===== src/rtl/pattern_step_seq_if.sv =====
// Bundle between the pattern-step sequencer and its ROM / 7-seg consumers.
// The sequencer owns every signal except the pause level.
interface pattern_step_seq_if;
    logic       pause;
    logic [3:0] ptn_cnt;
    logic [2:0] lap_cnt;
    logic       dir;
    logic       step;
    logic       turn;

    modport master (input pause, output ptn_cnt, lap_cnt, dir, step, turn);
    modport slave  (output pause, input ptn_cnt, lap_cnt, dir, step, turn);
endinterface


===== src/rtl/pattern_step_seq.sv =====
// Running-pattern sequencer: free-running tick divider plus an up/down position
// counter that counts laps and reverses direction after N_LAP laps.
module pattern_step_seq #(
    parameter int DIV_FAST = 23,
    parameter int DIV_SLOW = 24,
    parameter int N_PTN    = 10,
    parameter int N_LAP    = 5
) (
    input  logic               clk,
    input  logic               rst,
    pattern_step_seq_if.master bus
);
    typedef enum logic {CW = 1'b0, CCW = 1'b1} dir_e;

    localparam logic [3:0] PTN_MAX = 4'(N_PTN - 1);
    localparam logic [2:0] LAP_MAX = 3'(N_LAP - 1);

    dir_e                dir_q, dir_d;
    logic [DIV_SLOW-1:0] div_cnt;
    logic [3:0]          ptn_q, ptn_d;
    logic [2:0]          lap_q, lap_d;
    logic                step_q, turn_q, turn_d;
    logic                slow_tick, fast_tick, tick;

    // The divider keeps running across a reversal, so the first fast tick
    // lands wherever the low bits happen to be.
    assign slow_tick = &div_cnt;
    assign fast_tick = &div_cnt[DIV_FAST-1:0];
    assign tick      = !bus.pause && ((dir_q == CCW) ? fast_tick : slow_tick);

    always_ff @(posedge clk or negedge rst) begin
        if (!rst) begin
            div_cnt <= '0;
            dir_q   <= CW;
            ptn_q   <= '0;
            lap_q   <= '0;
            step_q  <= 1'b0;
            turn_q  <= 1'b0;
        end else begin
            if (!bus.pause) div_cnt <= div_cnt + 1'b1;
            dir_q  <= dir_d;
            ptn_q  <= ptn_d;
            lap_q  <= lap_d;
            step_q <= tick;
            turn_q <= turn_d;
        end
    end

    always_comb begin
        dir_d  = dir_q;
        ptn_d  = ptn_q;
        lap_d  = lap_q;
        turn_d = 1'b0;
        if (tick) begin
            case (dir_q)
                CW: begin
                    if (ptn_q != PTN_MAX) begin
                        ptn_d = ptn_q + 4'd1;
                    end else if (lap_q != LAP_MAX) begin
                        ptn_d = '0;
                        lap_d = lap_q + 3'd1;
                    end else begin
                        // Position holds at the end of the lap on a reversal.
                        lap_d  = '0;
                        dir_d  = CCW;
                        turn_d = 1'b1;
                    end
                end
                CCW: begin
                    if (ptn_q != 4'd0) begin
                        ptn_d = ptn_q - 4'd1;
                    end else if (lap_q != LAP_MAX) begin
                        ptn_d = PTN_MAX;
                        lap_d = lap_q + 3'd1;
                    end else begin
                        lap_d  = '0;
                        dir_d  = CW;
                        turn_d = 1'b1;
                    end
                end
                default: ;
            endcase
        end
    end

    assign bus.ptn_cnt = ptn_q;
    assign bus.lap_cnt = lap_q;
    assign bus.dir     = dir_q;
    assign bus.step    = step_q;
    assign bus.turn    = turn_q;
endmodule


===== src/flat_wrapper.sv =====
// flat-port wrapper written by rule: the top's interface ports become plain ports
module pattern_step_seq_flat 
#(
    parameter int DIV_FAST = 23,
    parameter int DIV_SLOW = 24,
    parameter int N_PTN    = 10,
    parameter int N_LAP    = 5
)
  (clk, rst, bus_pause, bus_ptn_cnt, bus_lap_cnt, bus_dir, bus_step, bus_turn);
  pattern_step_seq_if bus_i ();
  input  logic clk;
  input  logic rst;
  input wire logic [$bits(bus_i.pause)-1:0] bus_pause;
  output wire logic [$bits(bus_i.ptn_cnt)-1:0] bus_ptn_cnt;
  output wire logic [$bits(bus_i.lap_cnt)-1:0] bus_lap_cnt;
  output wire logic [$bits(bus_i.dir)-1:0] bus_dir;
  output wire logic [$bits(bus_i.step)-1:0] bus_step;
  output wire logic [$bits(bus_i.turn)-1:0] bus_turn;
  assign bus_i.pause = bus_pause;
  assign bus_ptn_cnt = bus_i.ptn_cnt;
  assign bus_lap_cnt = bus_i.lap_cnt;
  assign bus_dir = bus_i.dir;
  assign bus_step = bus_i.step;
  assign bus_turn = bus_i.turn;
  pattern_step_seq #(.DIV_FAST(DIV_FAST), .DIV_SLOW(DIV_SLOW), .N_PTN(N_PTN), .N_LAP(N_LAP)) u_core (.clk(clk), .rst(rst), .bus(bus_i));
endmodule

===== config.mk =====
export PLATFORM = sky130hd
export DESIGN_NAME = pattern_step_seq_flat
export DESIGN_NICKNAME = d
export VERILOG_FILES = /design/src/rtl/pattern_step_seq_if.sv /design/src/rtl/pattern_step_seq.sv /design/src/flat_wrapper.sv
export SDC_FILE = /design/constraint.sdc
export NUM_CORES = 1
export LEC_CHECK = 0
export CAP_MARGIN = 20
export CELL_PAD_IN_SITES_DETAIL_PLACEMENT = 0
export CELL_PAD_IN_SITES_GLOBAL_PLACEMENT = 1
export CORE_MARGIN = 2
export CORE_UTILIZATION = 31
export CTS_CLUSTER_DIAMETER = 50
export DETAILED_ROUTE_END_ITERATION = 7
export GPL_TIMING_DRIVEN = 0
export HOLD_SLACK_MARGIN = 0.03
export PLACE_DENSITY_LB_ADDON = 0.1
export SLEW_MARGIN = 10
export SYNTH_ARGS = -nofsm -noshare
export SYNTH_HDL_FRONTEND = slang
export SYNTH_SLANG_ARGS = --single-unit

===== constraint.sdc =====
create_clock -name clk -period 3.6 [get_ports clk]
set_input_delay 0.72 -clock clk [delete_from_list [all_inputs] [get_ports clk]]
set_output_delay 0.72 -clock clk [all_outputs]
set_load 0.02 [all_outputs]

* After elaboration in Yosys (flattened, before gate mapping)
Cells that the tools add are included.
Storage, ports and cells: register bits 34, input port bits 3, logic and storage cells 42
Operators by class: add/subtract/negate cells 4, eq/ne operators 6, mux-type cells 18, bitwise logic cells 1, reductions and logical operators 7
Operator list (count):
- 24-bit by 1-bit adder with 24-bit output, second input constant | 1
- 24-bit AND reduction | 1
- 23-bit AND reduction | 1
- 4-bit two-way mux | 4
- 3-bit two-way mux | 3
- 4-bit case mux with 2 select lines | 1
- 1-bit two-way mux | 7
- 3-bit inequality test, second input constant | 2
- 3-bit case mux with 2 select lines | 1
- 3-bit AND reduction | 2
- 4-bit by 1-bit adder with 4-bit output, second input constant | 1
- 2-bit inequality test, second input constant | 2
- 4-bit inequality test, second input constant | 1
- 1-bit case mux with 2 select lines | 2
- 4-bit nonzero test | 1
- 4-bit by 1-bit subtractor with 4-bit output, second input constant | 1
- 3-bit by 1-bit adder with 3-bit output, second input constant | 1
- 3-bit by 1-bit inequality test with 1-bit output, second input constant | 1
- 1-bit logical AND | 1
- 1-bit logical NOT | 1
- 1-bit inverter | 1

* Depth between registers and ports, before layout
word-level depth 5, depth in mapped cells 6, gate-level depth less buffers 5

* Worst setup path after synthesis
No wires, ideal clock.
kind input port to flip-flop, start in bus_pause, end reg u_core.lap_q[0], in the netlist u_core.bus.lap_cnt[0], library setup time 0.125 ns, arrival time 1.938 ns, data required time 3.475 ns, slack 1.537 ns, cell stages on the path 4, path through clkbuf_1 > nand4b_1 > or3_4 > mux2_4
Between the ends: word-level cells in the longest chain between the ends 3
RTL lines:
- start, declared | line flat_wrapper.sv:13 | input wire logic [$bits(bus_i.pause)-1:0] bus_pause;
- 1-bit logical NOT | line pattern_step_seq.sv:29 | assign tick = !bus.pause && ((dir_q == CCW) ? fast_tick : slow_tick);
- 1-bit logical AND | line pattern_step_seq.sv:29
- 3-bit AND reduction (no line)
- end signal, assigned | line pattern_step_seq.sv:43 | lap_q <= lap_d;
- end, declared | line pattern_step_seq.sv:21 | logic [2:0] lap_q, lap_d;
Every way passes these cells. A chain may end at the register's enable or synchronous reset.

* Final worst setup path
start reg u_core.div_cnt[5], end reg u_core.lap_q[0], in the netlist u_core.bus.lap_cnt[0]
Between the ends: word-level cells in the longest chain between the ends 4, elaborated cells on any way between the ends 5, those cells by class mux (1); reduce/logical (4)
RTL lines:
- start, declared | line pattern_step_seq.sv:19 | logic [DIV_SLOW-1:0] div_cnt;
- start signal, assigned | line pattern_step_seq.sv:40 | if (!bus.pause) div_cnt <= div_cnt + 1'b1;
- 24-bit AND reduction / 23-bit AND reduction (equally long branches) | line pattern_step_seq.sv:27, pattern_step_seq.sv:28
- 1-bit two-way mux (*) | line pattern_step_seq.sv:29
- 1-bit logical AND (*) | line pattern_step_seq.sv:29
- 3-bit AND reduction (no line) (*)
Every way passes the cells marked *; elsewhere a longest branch is shown, timed or not.

==> out/results.tsv <==
metric	value	unit
post-route-cell-area	2030	sq um
finalMaxSlewViolations	0	
yosysUniqueCellTypes	42	
path_max_fanout	7	
cts_setup_buffers	0	
synth.avg_cell_area	10.5	sq um
die_w	79.0	microns
gp_congestion	0.746	
h-tree-depth	2	
routed_wl	3410	microns
power_density	415	nW/um^2
worstMarginPinSlew	774	ps
slowest_stage	or4_1	
clockBufferDepth	2	
ys.flop_type	dfrtp_1	
fin_tns_setup	0	ps
post-synth-top-area-fraction	48.8	%
rsz0062_at_grt	no	
instances_no_fill	258	
setup_violations	0	
cts_root_buf	clkbuf_8	
dp_hpwl	2480	microns
post_cts_resized	0	
maxSlewHeadroom	48.4	%
vias	1260	
fp.dieH	79.0	microns
grt_use_total	12.0	%
nets	191	
hold_buffers	0	
report.power.total	843	uW
viasPerCell	4.88	
period_needed	2160	ps
tritoncts	built	
worst_path_largest_cell_delay	550	ps
dr.pass1.iters	4	
async_flop_share	100	%
drive_above_1_share	9.68	%
fin_skew	2.53	ps
vdd_drop_max	0.000294	V
antenna_found_initial	0	
status	completed	
utilization	37.2	%
final_cell_mix	34 x dfrtp_1, 18 x xnor2_1, 13 x nand3_1	
remaining_drc_errors	0	
worstSetupStartpointType	flip-flop	
nFillCells	567	
clkTransAtPathRegs	70	ps
ant_nets	0	
clk_latency	280	ps
hold_viol_final	0	
timing.fmax	462	MHz
seq_area	851	sq um
grt_max_degree	35	
grt_pass1_wl	5820	microns
dpl_cell_area	1940	sq um
numCtsBuffers	5	
pin_count	13	
syn-num-nets	172	
synth_top_cell_by_area	dfrtp_1	
rows	27	
pre_cts_ws	1170	ps
grt.overflow.total	0	
drtIter0Drc	82	
hp-class	flip-flop to flip-flop	
grt_pass1_vias	1246	
dieArea	6240	sq um
crit_type	flip-flop to flip-flop	
synth-seq-cells	34	
synth.area.top_cells	dfrtp_1 49%, xnor2_1 9.0%, nand3_1 3.7%	
diodes	0	
ys_seq_area_share	48.8	%
final_common_cell	dfrtp_1	
cap_viol_max_count	0	
cp.arrival	2330	ps
crit_chain	nand4_2 > or4_1 > buf_2 > or3_4 > mux2_4	
cts.sinks	34	
dp.cells	249	
synth_area	1740	sq um
post-route-period-util	60.1	%
setup_slack	1440	ps
whs	495	ps
start_util	31.8	%
synth_edf_count	0	
yosysWarnings	0	
synth_cells	166	
multi_input_area	853	sq um
leakagePower	0.843	nW
port_buffers	11	
core_area	5470	sq um
detail_route.wl_per_cell	13.2	microns
syn_to_final_growth	16.7	%
end_kind	flip-flop	
required	3760	ps
state kept, by name (all words and copies together), names as in the netlist:
| signal | cells |
|---|---|
| u_core.bus.turn | 1 |
| u_core.bus.ptn_cnt | 4 |
| u_core.bus.step | 1 |
| u_core.bus.dir | 1 |
| u_core.bus.lap_cnt | 3 |
| u_core.div_cnt | 24 |
metal layers:
metal / part of all wire, % / vias up / global-route usage (%)
met4: 0.62 / 0 / 3.62
li1: - / 631 / -
met5: 0 / - / 0
met1: 51 / 618 / 15.8
met3: 2.7 / 2 / 4.20
met2: 46 / 9 / 18.8
power by group:
| group | switching [mW] | internal, mW | total [mW] | leakage, nW |
|---|---|---|---|---|
| logic | 0.0429 | 0.0436 | 0.0865 | 0.347 |
| clock network | 0.131 | 0.154 | 0.286 | 0.0482 |
| registers | 0.0490 | 0.422 | 0.471 | 0.449 |
| total | 0.223 | 0.620 | 0.843 | 0.843 |
cells in the mapped netlist, types with 2 or more instances:
master,instances
dfrtp_1,34
o21ai_0,3
nand2_1,11
xor2_1,7
nand4b_1,2
o31ai_1,3
nor4_1,4
nor2_1,12
xnor2_1,18
nor3_1,4
inv_1,3
nand4_1,6
nand3_1,13
nand3b_1,3
a21oi_1,3
nand2b_1,3
ha_1,3
mux2_2,3
nor3b_1,2
clkbuf_1,6
and3_1,2
logic make-up after synthesis:
family	count (synthesis)	share of synthesized area [%]
simple gates	72	24.1
flops	34	48.8
xor+xnor	25	12.6
compound gates	17	6.75
buf+inv	10	2.22
mux	5	3.37
fa+ha+maj	3	2.15
layout make-up:
cell class	count	area share [%]
tap	72	4.43
clock buffer	7	4.24
clock inverter	1	0.246
timing repair buffer	12	5.41
buffer	7	1.35
inverter	3	0.554
multi-input combinational	122	41.9
sequential	34	41.8
final timing paths:
| path | startpoint | to | slack [ps] | depth (start not counted) |
|---|---|---|---|---|
| setup reg to reg | u_core.div_cnt[5]$_DFFE_PN0N_ | u_core.bus.lap_cnt[0]$_DFFE_PN0P_ | 1440 | 5 |
| max in group asynchronous | rst | u_core.div_cnt[4]$_DFFE_PN0N_ | 2590 | 1 |
| hold reg to reg | u_core.div_cnt[23]$_DFFE_PN0N_ | u_core.div_cnt[23]$_DFFE_PN0N_ | 490 | 1 |
| min in group asynchronous | rst | u_core.div_cnt[12]$_DFFE_PN0N_ | 510 | 1 |
| setup / recovery | u_core.div_cnt[5]$_DFFE_PN0N_ | u_core.bus.lap_cnt[0]$_DFFE_PN0P_ | 1440 | 5 |
| hold / removal | u_core.div_cnt[23]$_DFFE_PN0N_ | u_core.div_cnt[23]$_DFFE_PN0N_ | 490 | 1 |
worst max-delay path: cells and delay by family (launching register included):
family / cells / cell delay, ps
buffers and inverters: 1 / 180
and+or+nand+nor: 3 / 1130
muxes: 1 / 300
DFF: 1 / 430
No activity file was read; power rests on OpenSTA's default activity.
